`config.mk`:
```
export PLATFORM = sky130hd
export DESIGN_NAME = mgt_01_i_wb_arbiter_flat
export DESIGN_NICKNAME = d
export VERILOG_FILES = /design/src/rtl/mgt_01_i_wb_arbiter_pkg.sv /design/src/rtl/mgt_01_i_wb_arbiter_if.sv /design/src/rtl/mgt_01_i_wb_arbiter_fifo.sv /design/src/rtl/mgt_01_i_wb_arbiter.sv /design/src/flat_wrapper.sv
export SDC_FILE = /design/constraint.sdc
export NUM_CORES = 1
export LEC_CHECK = 0
export ABC_AREA = 1
export CAP_MARGIN = 20
export CORE_ASPECT_RATIO = 2
export CORE_MARGIN = 2
export CORE_UTILIZATION = 49
export CTS_BUF_LIST = sky130_fd_sc_hd__clkbuf_8
export CTS_CLUSTER_DIAMETER = 100
export DETAILED_ROUTE_END_ITERATION = 16
export PLACE_DENSITY = 0.7
export SLEW_MARGIN = 0
export SYNTH_ARGS = -nofsm -noshare
export SYNTH_HDL_FRONTEND = slang
export SYNTH_SLANG_ARGS = --single-unit
```
`constraint.sdc`:
```
create_clock -name clk_i -period 10.1 [get_ports clk_i]
set_input_delay 2.02 -clock clk_i [delete_from_list [all_inputs] [get_ports clk_i]]
set_output_delay 2.02 -clock clk_i [all_outputs]
set_load 0.05 [all_outputs]
```
`src/rtl/mgt_01_i_wb_arbiter_pkg.sv`:
```
// Shared types and sizing for the MicroGT-01 integer write-back arbiter.
package mgt_01_i_wb_arbiter_pkg;

  localparam int unsigned WB_SOURCES     = 4;
  localparam int unsigned WB_DEPTH       = 2;
  localparam int unsigned WB_WRITE_PORTS = 2;

  typedef logic [31:0] data_bus_t;

  typedef enum logic [4:0] {
    X0,  X1,  X2,  X3,  X4,  X5,  X6,  X7,
    X8,  X9,  X10, X11, X12, X13, X14, X15,
    X16, X17, X18, X19, X20, X21, X22, X23,
    X24, X25, X26, X27, X28, X29, X30, X31
  } i_register_e;

  typedef struct packed {
    i_register_e addr;
    data_bus_t   data;
  } wb_entry_t;

  // Source visited at step k of a scan that starts at base and wraps at n.
  function automatic int unsigned rot_idx(int unsigned base, int unsigned k, int unsigned n);
    return (base + k) % n;
  endfunction

endpackage

```
`src/rtl/mgt_01_i_wb_arbiter_if.sv`:
```
// Result-collection and register-file write bus of the write-back arbiter.
interface mgt_01_i_wb_arbiter_if
  import mgt_01_i_wb_arbiter_pkg::*;
#(
  parameter int unsigned SOURCES     = WB_SOURCES,
  parameter int unsigned WRITE_PORTS = WB_WRITE_PORTS
) ();

  logic [SOURCES-1:0]     res_valid;
  logic [SOURCES-1:0]     res_ready;
  i_register_e            res_addr [SOURCES];
  data_bus_t              res_data [SOURCES];
  logic [WRITE_PORTS-1:0] we;
  i_register_e            wr_iaddr [WRITE_PORTS];
  data_bus_t              wr_idata [WRITE_PORTS];
  logic [31:0]            pend;

  modport master (
    output res_valid, res_addr, res_data,
    input  res_ready, we, wr_iaddr, wr_idata, pend
  );

  modport slave (
    input  res_valid, res_addr, res_data,
    output res_ready, we, wr_iaddr, wr_idata, pend
  );

endinterface

```
`src/rtl/mgt_01_i_wb_arbiter_fifo.sv`:
```
// Per-source result FIFO; exposes every slot plus a valid mask for pending tracking.
module mgt_01_i_wb_arbiter_fifo
  import mgt_01_i_wb_arbiter_pkg::*;
#(
  parameter int unsigned DEPTH = WB_DEPTH
) (
  input  logic             clk,
  input  logic             rst_n,
  input  logic             push,
  input  logic             pop,
  input  wb_entry_t        din,
  output wb_entry_t        dout,
  output logic             full,
  output logic             empty,
  output wb_entry_t        entries [DEPTH],
  output logic [DEPTH-1:0] valid
);

  localparam int unsigned AW = $clog2(DEPTH);

  logic [AW-1:0] rd_ptr, wr_ptr;
  logic [AW:0]   count;
  wb_entry_t     mem [DEPTH];

  always_ff @(posedge clk or negedge rst_n) begin
    if (!rst_n) begin
      rd_ptr <= '0;
      wr_ptr <= '0;
      count  <= '0;
    end else begin
      if (push) wr_ptr <= wr_ptr + 1'b1;
      if (pop)  rd_ptr <= rd_ptr + 1'b1;
      unique case ({push, pop})
        2'b10:   count <= count + 1'b1;
        2'b01:   count <= count - 1'b1;
        default: count <= count;
      endcase
    end
  end

  always_ff @(posedge clk) begin
    if (push) mem[wr_ptr] <= din;
  end

  assign full    = (count == (AW+1)'(DEPTH));
  assign empty   = (count == '0);
  assign dout    = mem[rd_ptr];
  assign entries = mem;

  // Slot i is live when its distance from the read pointer is below the count.
  always_comb begin
    valid = '0;
    for (int unsigned i = 0; i < DEPTH; i++) begin
      valid[i] = {1'b0, AW'(AW'(i) - rd_ptr)} < count;
    end
  end

endmodule

```
`src/rtl/mgt_01_i_wb_arbiter.sv`:
```
// Write-back arbiter: buffers execution-unit results and issues up to two
// register-file writes per cycle with rotating priority and same-destination avoidance.
module mgt_01_i_wb_arbiter
  import mgt_01_i_wb_arbiter_pkg::*;
#(
  parameter int unsigned SOURCES     = WB_SOURCES,
  parameter int unsigned DEPTH       = WB_DEPTH,
  parameter int unsigned WRITE_PORTS = WB_WRITE_PORTS
) (
  input  logic                  clk_i,
  input  logic                  rst_n_i,
  input  logic                  clk_en_i,
  mgt_01_i_wb_arbiter_if.slave  bus
);

  localparam int unsigned SW = (SOURCES > 1) ? $clog2(SOURCES) : 1;

  logic [SOURCES-1:0] push, pop, full, empty;
  wb_entry_t          din   [SOURCES];
  wb_entry_t          head  [SOURCES];
  wb_entry_t          slots [SOURCES][DEPTH];
  logic [DEPTH-1:0]   slot_valid [SOURCES];

  logic [SW-1:0] rr_q, rr_d;
  logic [SW-1:0] scan [SOURCES];
  logic [SW-1:0] src0, src1, last;
  logic          grant0, grant1;

  for (genvar g = 0; g < SOURCES; g++) begin : g_src
    assign bus.res_ready[g] = clk_en_i & ~full[g];
    // X0 results are acknowledged but never stored.
    assign push[g] = bus.res_valid[g] & bus.res_ready[g] & (bus.res_addr[g] != X0);
    assign din[g]  = {bus.res_addr[g], bus.res_data[g]};

    mgt_01_i_wb_arbiter_fifo #(.DEPTH(DEPTH)) u_fifo (
      .clk     (clk_i),
      .rst_n   (rst_n_i),
      .push    (push[g]),
      .pop     (pop[g]),
      .din     (din[g]),
      .dout    (head[g]),
      .full    (full[g]),
      .empty   (empty[g]),
      .entries (slots[g]),
      .valid   (slot_valid[g])
    );
  end

  always_comb begin
    for (int unsigned k = 0; k < SOURCES; k++) begin
      scan[k] = SW'(rot_idx(32'(rr_q), k, SOURCES));
    end
  end

  always_comb begin
    grant0 = 1'b0;
    grant1 = 1'b0;
    src0   = '0;
    src1   = '0;
    last   = '0;
    pop    = '0;
    rr_d   = rr_q;
    bus.we = '0;
    for (int unsigned p = 0; p < WRITE_PORTS; p++) begin
      bus.wr_iaddr[p] = X0;
      bus.wr_idata[p] = '0;
    end
    if (clk_en_i) begin
      for (int unsigned k = 0; k < SOURCES; k++) begin
        if (!empty[scan[k]]) begin
          if (!grant0) begin
            grant0 = 1'b1;
            src0   = scan[k];
          end else if (!grant1 && (head[scan[k]].addr != head[src0].addr)) begin
            grant1 = 1'b1;
            src1   = scan[k];
          end
        end
      end
    end
    if (grant0) begin
      pop[src0]       = 1'b1;
      bus.we[0]       = 1'b1;
      bus.wr_iaddr[0] = head[src0].addr;
      bus.wr_idata[0] = head[src0].data;
      last            = grant1 ? src1 : src0;
      rr_d            = (last == SW'(SOURCES - 1)) ? '0 : last + 1'b1;
    end
    if (grant1) begin
      pop[src1]       = 1'b1;
      bus.we[1]       = 1'b1;
      bus.wr_iaddr[1] = head[src1].addr;
      bus.wr_idata[1] = head[src1].data;
    end
  end

  always_ff @(posedge clk_i or negedge rst_n_i) begin
    if (!rst_n_i)      rr_q <= '0;
    else if (clk_en_i) rr_q <= rr_d;
  end

  always_comb begin
    bus.pend = '0;
    for (int unsigned s = 0; s < SOURCES; s++) begin
      for (int unsigned e = 0; e < DEPTH; e++) begin
        if (slot_valid[s][e]) bus.pend[slots[s][e].addr] = 1'b1;
      end
    end
    bus.pend[0] = 1'b0;
  end

endmodule

```
`src/flat_wrapper.sv`:
```
// flat-port wrapper written by rule: the top's interface ports become plain ports
module mgt_01_i_wb_arbiter_flat import mgt_01_i_wb_arbiter_pkg::*;
#(
  parameter int unsigned SOURCES     = WB_SOURCES,
  parameter int unsigned DEPTH       = WB_DEPTH,
  parameter int unsigned WRITE_PORTS = WB_WRITE_PORTS
)
  (clk_i, rst_n_i, clk_en_i, bus_res_valid, bus_res_addr, bus_res_data, bus_res_ready, bus_we, bus_wr_iaddr, bus_wr_idata, bus_pend);
  mgt_01_i_wb_arbiter_if #(.SOURCES(SOURCES), .WRITE_PORTS(WRITE_PORTS)) bus_i ();
  input  logic clk_i;
  input  logic rst_n_i;
  input  logic clk_en_i;
  input wire logic [$bits(bus_i.res_valid)-1:0] bus_res_valid;
  input wire logic [$bits(bus_i.res_addr)-1:0] bus_res_addr;
  input wire logic [$bits(bus_i.res_data)-1:0] bus_res_data;
  output wire logic [$bits(bus_i.res_ready)-1:0] bus_res_ready;
  output wire logic [$bits(bus_i.we)-1:0] bus_we;
  output wire logic [$bits(bus_i.wr_iaddr)-1:0] bus_wr_iaddr;
  output wire logic [$bits(bus_i.wr_idata)-1:0] bus_wr_idata;
  output wire logic [$bits(bus_i.pend)-1:0] bus_pend;
  assign bus_i.res_valid = bus_res_valid;
  assign bus_i.res_addr = {>>{bus_res_addr}};
  assign bus_i.res_data = {>>{bus_res_data}};
  assign bus_res_ready = bus_i.res_ready;
  assign bus_we = bus_i.we;
  assign bus_wr_iaddr = {>>{bus_i.wr_iaddr}};
  assign bus_wr_idata = {>>{bus_i.wr_idata}};
  assign bus_pend = bus_i.pend;
  mgt_01_i_wb_arbiter #(.SOURCES(SOURCES), .DEPTH(DEPTH), .WRITE_PORTS(WRITE_PORTS)) u_core (.clk_i(clk_i), .rst_n_i(rst_n_i), .clk_en_i(clk_en_i), .bus(bus_i));
endmodule
```
**Word level (Yosys, flattened, before mapping)**

Index checks and enable logic that the tools add are counted.

- Add/sub/neg operators: 28
- Multiply operators: 0
- Div/mod/pow operators: 0
- Magnitude comparators: 52
- Equal/unequal tests: 16
- Shift-type cells: 0
- Mux-type cells: 140
- Bitwise logic cells: 40
- Reduce and logical (&&, ||, !) cells: 33

Operators by type and width:

| operator | count |
|---|---|
| $mux 37 | 32 |
| $bmux 37 s2 | 8 |
| $mux 32 | 10 |
| $bwmux 74 | 4 |
| $or 32x32->32 | 7 |
| $demux 37 s1 | 4 |
| $lt 5x6->1 const B | 8 |
| $mux 2 | 23 |
| $demux 1 s5 | 8 |
| $ge 5x1->1 const B | 8 |
| $mux 1 | 37 |
| $ge 3x3->1 const B | 8 |
| $not 2->3 | 8 |
| $reduce_bool 5->1 | 4 |
| $eq 2x2->1 const B | 9 |
| $lt 2x3->1 const B | 6 |
| $logic_and 1x1->1 | 17 |
| $ge 2x2->1 const B | 8 |
| $lt 1x2->1 | 8 |
| $not 1->2 | 8 |
| $pmux 2 s2 | 4 |
| $ne 5x5->1 | 3 |
| $add 2x1->2 const B | 6 |
| $and 1x1->1 | 12 |
| 17 further kinds | 59 |

- Flip-flop bits (word level): 314
- Bits in latches: 0
- Memory bits (writable): 0
- Bits in read-only memories: 0
- Bits of input ports: 155
- Output and inout port bits: 112
- Word-level logic and storage cells: 338
- Memories kept: 0

**Longest topological paths before layout**

Gate-level depths: netlist of run 1.

- Depth after elaboration: 35
- Gate-level depth with buffers: 32
- Mapped depth without buffers: 28

**Modules after synthesis**

From an unflattened synthesis of run 1, not the netlist that was laid out.

- Cells, all modules: 2186
- Area total of the unflattened synthesis: 18266.3 um^2

Modules (own cells, without submodules):

| module | times used | cells each | area an instance (um^2) | sequential area each (um^2) |
|---|---|---|---|---|
| mgt_01_i_wb_arbiter_fifo | 4 | 220 | 2912.8 | 2322.2 |
| mgt_01_i_wb_arbiter | 1 | 1306 | 6615.1 | 50.0 |

**Worst setup path after synthesis of run 1**

No wires, ideal clock.

- Path kind: in2out
- From: input port clk_en_i
- To: output port bus_wr_idata[51]
- Data arrival time: 5.324 ns
- Path slack: 2.756 ns
- Stages: 8
- Buffers on the path: 2
- Cells stage by stage: buf_2 > o21ai_0 > a21oi_1 > inv_1 > nand2_2 > buf_4 > nor2_1 > a2111oi_0

- Word-level cells in the longest chain between the ends: 6

RTL lines:

| element | line | text |
|---|---|---|
| start: declaration | flat_wrapper.sv:12 | `input logic clk_en_i;` |
| $mux 2 | mgt_01_i_wb_arbiter.sv:68 | `if (clk_en_i) begin` |
| $not 2->3 (not written as such) | mgt_01_i_wb_arbiter.sv:85 | `bus.wr_idata[0] = head[src0].data;` |
| $bmux 37 s2 | mgt_01_i_wb_arbiter.sv:85 |  |
| $mux 37 (2 in series) | -- |  |
| $mux 32 (*) | mgt_01_i_wb_arbiter.sv:81 | `if (grant0) begin` |
| end: declaration | flat_wrapper.sv:19 | `output wire logic [$bits(bus_i.wr_idata)-1:0] bus_wr_idata;` |

Mark *: on every way between the ends. The rest lies on a longest branch, timed or not. The select of a mux whose other input is x is not followed.

**Final worst setup path of run 1**

- From: register u_core.rr_q[0]
- To: output port bus_wr_idata[3]

- Word-level cells in the longest chain between the ends: 31

RTL lines:

| element | line | text |
|---|---|---|
| start: declaration | mgt_01_i_wb_arbiter.sv:24 | `logic [SW-1:0] rr_q, rr_d;` |
| start signal: assignment | mgt_01_i_wb_arbiter.sv:99 | `else if (clk_en_i) rr_q <= rr_d;` |
| $bmux 1 s2 | mgt_01_i_wb_arbiter.sv:70 | `if (!empty[scan[k]]) begin` |
| $mux 1 (not written as such) | mgt_01_i_wb_arbiter.sv:70 |  |
| $mux 2 | mgt_01_i_wb_arbiter.sv:70 |  |
| $mux 2 | mgt_01_i_wb_arbiter.sv:68 |  |
| $not 2->3 (not written as such) | mgt_01_i_wb_arbiter.sv:74 | `end else if (!grant1 && (head[scan[k]].addr != head[src0].addr)) begin` |
| $bmux 37 s2 | mgt_01_i_wb_arbiter.sv:74 |  |
| $mux 37 (not written as such) (2 in series) | mgt_01_i_wb_arbiter.sv:74 |  |
| $ne 5x5->1 | mgt_01_i_wb_arbiter.sv:74 |  |
| [... 13 more ...] | -- |  |
| $mux 2 | mgt_01_i_wb_arbiter.sv:74 |  |
| $mux 2 | mgt_01_i_wb_arbiter.sv:71 | `if (!grant0) begin` |
| $mux 2 | mgt_01_i_wb_arbiter.sv:70 |  |
| $mux 2 | mgt_01_i_wb_arbiter.sv:68 |  |
| $not 2->3 (not written as such) | mgt_01_i_wb_arbiter.sv:93 | `bus.wr_idata[1] = head[src1].data;` |
| $bmux 37 s2 | mgt_01_i_wb_arbiter.sv:93 |  |
| $mux 37 (2 in series) | -- |  |
| $mux 32 (*) | mgt_01_i_wb_arbiter.sv:89 | `if (grant1) begin` |

Marks and branches as above.

==> flow_metrics.env, run 1 <==
export IMPL_cts_max_level=2
export IMPL_die_h_um=279
export IMPL_ctsResizeCount=0
export IMPL_wl_per_cell_um=27.4
export IMPL_drive_gt1_share_pct=6.80
export IMPL_syn_inst=2193
export IMPL_synth_seq_cells=314
export IMPL_final_setup_viol_count=0
export IMPL_final_cells=2922
export IMPL_antenna_left=0
export IMPL_final_hold_viol_count=0
export IMPL_relSlewSlack_pct=19.2
export IMPL_vias_per_cell=6.25
export IMPL_cp_max_fo=31
export IMPL_grt_util_all_layers_pct=40.4
export IMPL_hold_buffers=0
export IMPL_clockRootBuffer="clkbuf_8"
export IMPL_regArea_mm2=0.00934
export IMPL_start_util_pct=49.8
export IMPL_cts_setup_buffers=0
export IMPL_routed_top_layer="met4"
export IMPL_dr_wl_met3_mm=6.49
export IMPL_drc_errors=0
export IMPL_antenna_found_initial=5
export IMPL_worstSkewPairLatency_ns=0.60
export IMPL_die_area_mm2=0.0395
export IMPL_arrival_ns=6.66
export IMPL_cpMostUsedCell="nand2_1"
export IMPL_fmax_mhz=115
export IMPL_dr_pass1_iters=9
export IMPL_avgSynthCellArea_um2=8.46
export IMPL_multi_input_area_mm2=0.00787
export IMPL_ios=267
export IMPL_pre_cts_slack_ns=2.10
export IMPL_drv_cap=0
export IMPL_outcome="finished, final reports clean"
export IMPL_yosysSeqAreaShare_pct=50.3
export IMPL_first_global_vias=17900
export IMPL_final_common_cell="nand2_1"
export IMPL_endpoint_kind="primary output"
export IMPL_cts_tree="built"
export IMPL_wl_met1_mm=24.1
export IMPL_synth_edf_count=296
export IMPL_syn_area_mm2=0.0186
export IMPL_min_period_ns=8.68
export IMPL_hpwl_mm=60.0
export IMPL_rows=100
export IMPL_skew_ns=0.0232
export IMPL_routabilityCongestion=1.03
export IMPL_yosysUniqueCellTypes=55
export IMPL_ys_async_sr_fraction_pct=5.73
export IMPL_worst_path_largest_cell_delay_ns=1.07
export IMPL_clk_pin_slew_ns=0.07
export IMPL_synth_flop_cell="edfxtp_1"
export IMPL_routed_wirelength_mm=80.1
export IMPL_period_share_pct=86.0
export IMPL_overflow=0
export IMPL_port_buffers=265
export IMPL_dp_cells=2829
export IMPL_drtIter0Drc=1920
export IMPL_nets=2582
export IMPL_cts_sinks=314
export IMPL_die_x_um=142
export IMPL_tns_ns=0
export IMPL_core_area_mm2=0.0373
export IMPL_route_met2_wl_mm=39.1
export IMPL_hold_path_class="reg -> reg"
export IMPL_rsz0062_at_grt="no"
export IMPL_slowest_stage="dfrtp_1"
export IMPL_grt_pass1_wl_mm=115
export IMPL_nFillCells=3235
export IMPL_worst_slew_pin_slew_ns=1.20
export IMPL_hold_ws_ns=0.562
export IMPL_grt_max_degree=78
export IMPL_cts_buffers=44
export IMPL_num_vias=18300
export IMPL_syn_nets=2352
export IMPL_cp_start_kind="flop"
export IMPL_yosys_warnings=0
export IMPL_mostFrequentLayoutCells="nand2_1, edfxtp_1, clkdlybuf4s50_1"
export IMPL_slew_violations=0
export IMPL_path_class="reg -> out"
export IMPL_cts_buffer_depth=3
export IMPL_area_growth_pct=21.9
export IMPL_setup_slack_ns=1.42
export IMPL_worstPathRequired_ns=8.08
[worst max-delay path: cells and delay by family, from the launching register on]
| family | cells | cell delay (ns) |
|---|---|---|
| buffers and inverters | 3 | 1.60 |
| and+or+nand+nor | 22 | 3.03 |
| AOI/OAI and AO/OA | 1 | 0.34 |
| DFF | 1 | 1.07 |
[layout make-up]
class / count / share of cell area, %
diodes: 6 / 0.0664
well taps: 459 / 2.54
clock inverters: 32 / 1.13
inverters: 200 / 3.33
repair buffers: 314 / 13.9
multi-input cells: 1549 / 34.8
flip-flops and latches: 314 / 41.3
clock buffers: 48 / 2.92
[final timing paths]
check / start / to / slack, ns / depth (start not counted)
worst max-delay path: u_core.rr_q[0] / bus_wr_idata[3] / 1.42 / 26
worst min-delay path: u_core.g_src[1].u_fifo.count[0] / u_core.g_src[1].u_fifo.count[0] / 0.56 / 1
worst max register to register: u_core.rr_q[0] / u_core.g_src[0].u_fifo.count[1] / 3.98 / 26
worst min register to register: u_core.g_src[1].u_fifo.count[0] / u_core.g_src[1].u_fifo.count[0] / 0.56 / 1
max in group asynchronous: rst_n_i / u_core.g_src[3].u_fifo.rd_ptr / 8.03 / 2
min in group asynchronous: rst_n_i / u_core.g_src[2].u_fifo.count[1] / 1.79 / 2
[synth_stat cells, types with 5 or more instances]
| master | instances | area [µm²] |
|---|---|---|
| o41ai_1 | 6 | 52.6 |
| mux2i_1 | 24 | 240 |
| dfrtp_1 | 18 | 450 |
| o21a_1 | 7 | 52.6 |
| o21ai_0 | 97 | 485 |
| nor3_1 | 61 | 305 |
| buf_1 | 11 | 41.3 |
| a22oi_1 | 5 | 37.5 |
| nand2_1 | 696 | 2610 |
| a31oi_1 | 62 | 388 |
| o31ai_1 | 65 | 488 |
| inv_1 | 188 | 706 |
| o221ai_1 | 19 | 166 |
| o2111ai_1 | 5 | 43.8 |
| clkbuf_1 | 55 | 206 |
| buf_6 | 7 | 78.8 |
| edfxtp_1 | 296 | 8890 |
| a221oi_1 | 17 | 149 |
| buf_4 | 18 | 135 |
| xor2_1 | 8 | 70.1 |
| o22ai_1 | 26 | 163 |
| nand2_4 | 6 | 67.6 |
| nand4_1 | 89 | 557 |
| nor2_1 | 111 | 417 |
| buf_2 | 37 | 185 |
| nand3_1 | 136 | 681 |
| a211oi_1 | 13 | 97.6 |
| inv_2 | 11 | 41.3 |
| nor4_1 | 5 | 31.3 |
| a2111oi_0 | 8 | 70.1 |
| nand2_2 | 9 | 56.3 |
| o21ai_1 | 7 | 35.0 |
| a21oi_1 | 24 | 120 |
[state kept, by name (all words and copies together), names as in the netlist]
register / flops
u_core.g_src.u_fifo.entries: 296
u_core.g_src.u_fifo.count: 8
u_core.g_src.u_fifo.rd_ptr: 4
u_core.g_src.u_fifo.wr_ptr: 4
u_core.rr_q: 2
[kinds of logic (layout without fill, tap and decap cells)]
group | Yosys count | after routing | share of synthesized area [%]
and+or+nand+nor | 1133 | 1133 | 26.5
other | 1 | 7 | 0.0202
DFF | 314 | 314 | 50.3
adders and majority gates | 4 | 4 | 0.270
buffers and inverters | 330 | 594 | 7.66
AOI/OAI and AO/OA | 375 | 375 | 13.4
muxes | 24 | 24 | 1.30
xor gates and xnor gates | 12 | 12 | 0.567
[through the flow]
step	cell area, µm²	util, %
global placement	21400	57.5
detailed placement	21600	57.9
global route	22600	60.6
floorplan	18600	-
CTS	22500	60.4
finish	22600	60.6
[routing by layer]
metal  vias to the layer above  GRT usage (%)
li1                       8212              -
met1                      8478           39.5
met2                      1189           68.6
met3                       374           7.87
met4                         0           40.9
met5                         -              0
Power of run 1 is not shown: default switching activity piles up to over one toggle a cycle in this logic, so the estimate is an artifact.
==> run 2: changes to the inputs <==
--- a/config.mk
+++ b/config.mk
@@ -6,11 +6,11 @@
 export NUM_CORES = 1
 export LEC_CHECK = 0
 export ABC_AREA = 1
-export CAP_MARGIN = 20
+export CAP_MARGIN = 10
 export CORE_ASPECT_RATIO = 2
 export CORE_MARGIN = 2
 export CORE_UTILIZATION = 49
-export CTS_BUF_LIST = sky130_fd_sc_hd__clkbuf_8
+export CTS_BUF_LIST = sky130_fd_sc_hd__clkbuf_4 sky130_fd_sc_hd__clkbuf_8
 export CTS_CLUSTER_DIAMETER = 100
 export DETAILED_ROUTE_END_ITERATION = 16
 export PLACE_DENSITY = 0.7
==> run 2 against run 1 <==
Effect of this change:
- count of clock-buffer cells in the layout increased by 13
- critical path depth unchanged
- via count increased by 0.51%
- first-iteration DRC count increased by 12%
- die area unchanged
- worst hold slack got worse by 0.0066 ns
- sequential cell count unchanged
- worst setup slack got worse by 0.053 ns
- non-clock buffer count decreased by 11
- cell count decreased by 0.48%
- critical endpoint unchanged
- largest cell class unchanged
- highest routed layer unchanged
==> flow_metrics.env, run 2 (synthesized netlist as in run 1, its figures left out) <==
export IMPL_slowest_stage="dfrtp_1"
export IMPL_clk_pin_slew_ns=0.07
export IMPL_cts_sinks=314
export IMPL_cts_buffers=44
export IMPL_r2r_start="u_core.rr_q[0]"
export IMPL_antenna_left=0
export IMPL_skew_ns=0.0187
export IMPL_hpwl_mm=59.4
export IMPL_arrival_ns=6.72
export IMPL_area_growth_pct=20.9
export IMPL_die_area_mm2=0.0395
export IMPL_critPathCapture="bus_wr_idata[3]"
export IMPL_die_x_um=142
export IMPL_outcome="finished, final reports clean"
export IMPL_grt_pass1_wl_mm=116
export IMPL_whs_path_depth=1
export IMPL_antenna_found_initial=4
export IMPL_path_class="reg -> out"
export IMPL_worstPathRequired_ns=8.08
export IMPL_first_global_vias=18000
export IMPL_wl_per_cell_um=27.6
export IMPL_relSlewSlack_pct=11.3
export IMPL_period_share_pct=86.5
export IMPL_worst_slew_pin_slew_ns=1.32
export IMPL_r2r_cells=26
export IMPL_hold_path_class="reg -> reg"
export IMPL_slew_violations=0
export IMPL_cp_max_fo=31
export IMPL_ff2ff_setup_slack_ns=4.08
export IMPL_final_common_cell="nand2_1"
export IMPL_cts_max_level=2
export IMPL_cts_setup_buffers=0
export IMPL_overflow=0
export IMPL_final_hold_viol_count=0
export IMPL_port_buffers=265
export IMPL_cpLargestDelayFamily="simple AND/OR/NAND/NOR gates"
export IMPL_die_h_um=279
export IMPL_ios=267
export IMPL_drc_errors=0
export IMPL_core_area_mm2=0.0373
export IMPL_endpoint_kind="primary output"
export IMPL_cts_buffer_depth=3
export IMPL_nFillCells=3250
export IMPL_num_vias=18300
export IMPL_tns_ns=0
export IMPL_cts_tree="built"
export IMPL_min_period_ns=8.74
export IMPL_largest_register_ffs=296
export IMPL_nets=2571
export IMPL_fmax_mhz=114
export IMPL_grt_util_all_layers_pct=40.5
export IMPL_worst_path_largest_cell_delay_ns=1.06
export IMPL_routed_wirelength_mm=80.4
export IMPL_vias_per_cell=6.31
export IMPL_rows=100
export IMPL_path_depth=26
export IMPL_dr_pass1_iters=8
export IMPL_worstSkewPairLatency_ns=0.59
export IMPL_clockRootBuffer="clkbuf_8"
export IMPL_crit_buf_inv=4
export IMPL_cpMostUsedCell="nand2_1"
export IMPL_drtIter0Drc=2141
export IMPL_grt_max_degree=78
export IMPL_crit_path_start="u_core.rr_q[0]"
export IMPL_drive_gt1_share_pct=6.87
export IMPL_mostFrequentLayoutCells="nand2_1, edfxtp_1, clkdlybuf4s50_1"
export IMPL_setup_slack_ns=1.36
export IMPL_cp_start_kind="flop"
export IMPL_drv_cap=0
export IMPL_final_setup_viol_count=0
export IMPL_ctsResizeCount=0
export IMPL_rsz0062_at_grt="no"
export IMPL_r2r_end="u_core.g_src[0].u_fifo.count[1]"
export IMPL_hold_buffers=0
export IMPL_pre_cts_slack_ns=2.11
export IMPL_routabilityCongestion=1.03
export IMPL_start_util_pct=49.8
-- run 2: layer usage --
| layer | GRT usage, % | wire [µm] | vias to the layer above |
|---|---|---|---|
| li1 | - | - | 8176 |
| met1 | 39.0 | 24100 | 8592 |
| met2 | 68.5 | 39400 | 1186 |
| met3 | 8.59 | 6470 | 392 |
| met4 | 41.8 | 10500 | 0 |
| met5 | 0 | 0 | - |
-- run 2: how the worst min path moves through the flow --
stage                               startpoint                              end  slack [ns]
5_1_grt        u_core.g_src[1].u_fifo.count[0]  u_core.g_src[1].u_fifo.count[0]        0.61
6_report       u_core.g_src[1].u_fifo.count[0]  u_core.g_src[1].u_fifo.count[0]        0.56
4_1_cts        u_core.g_src[1].u_fifo.count[0]  u_core.g_src[1].u_fifo.count[0]        0.56
3_3_place_gp   u_core.g_src[1].u_fifo.count[0]  u_core.g_src[1].u_fifo.count[0]        0.54
3_5_place_dp   u_core.g_src[1].u_fifo.count[0]  u_core.g_src[1].u_fifo.count[0]        0.55
2_1_floorplan  u_core.g_src[0].u_fifo.count[0]  u_core.g_src[0].u_fifo.count[0]        0.52
-- run 2: stage by stage --
step	std cells	util, %	hold WS, ns	instance area (µm²)
floorplan	2193	-	0.519	18600
global placement	2821	57.5	0.536	21400
detailed placement	2821	57.5	0.546	21400
CTS	2900	60.0	0.559	22400
global route	2907	60.2	0.609	22400
finish	2908	60.2	0.555	22400
-- run 2: final cells by class --
cell class | count | area [µm²] | area share, %
antenna | 4 | 10.0 | 0.0446
clock buffer | 61 | 752 | 3.35
clock inverter | 18 | 181 | 0.809
inverter | 200 | 753 | 3.36
multi-input combinational | 1549 | 7870 | 35.1
sequential | 314 | 9340 | 41.6
tap | 459 | 574 | 2.56
timing repair buffer | 303 | 2950 | 13.2
Power of run 2 is left out for the same reason.
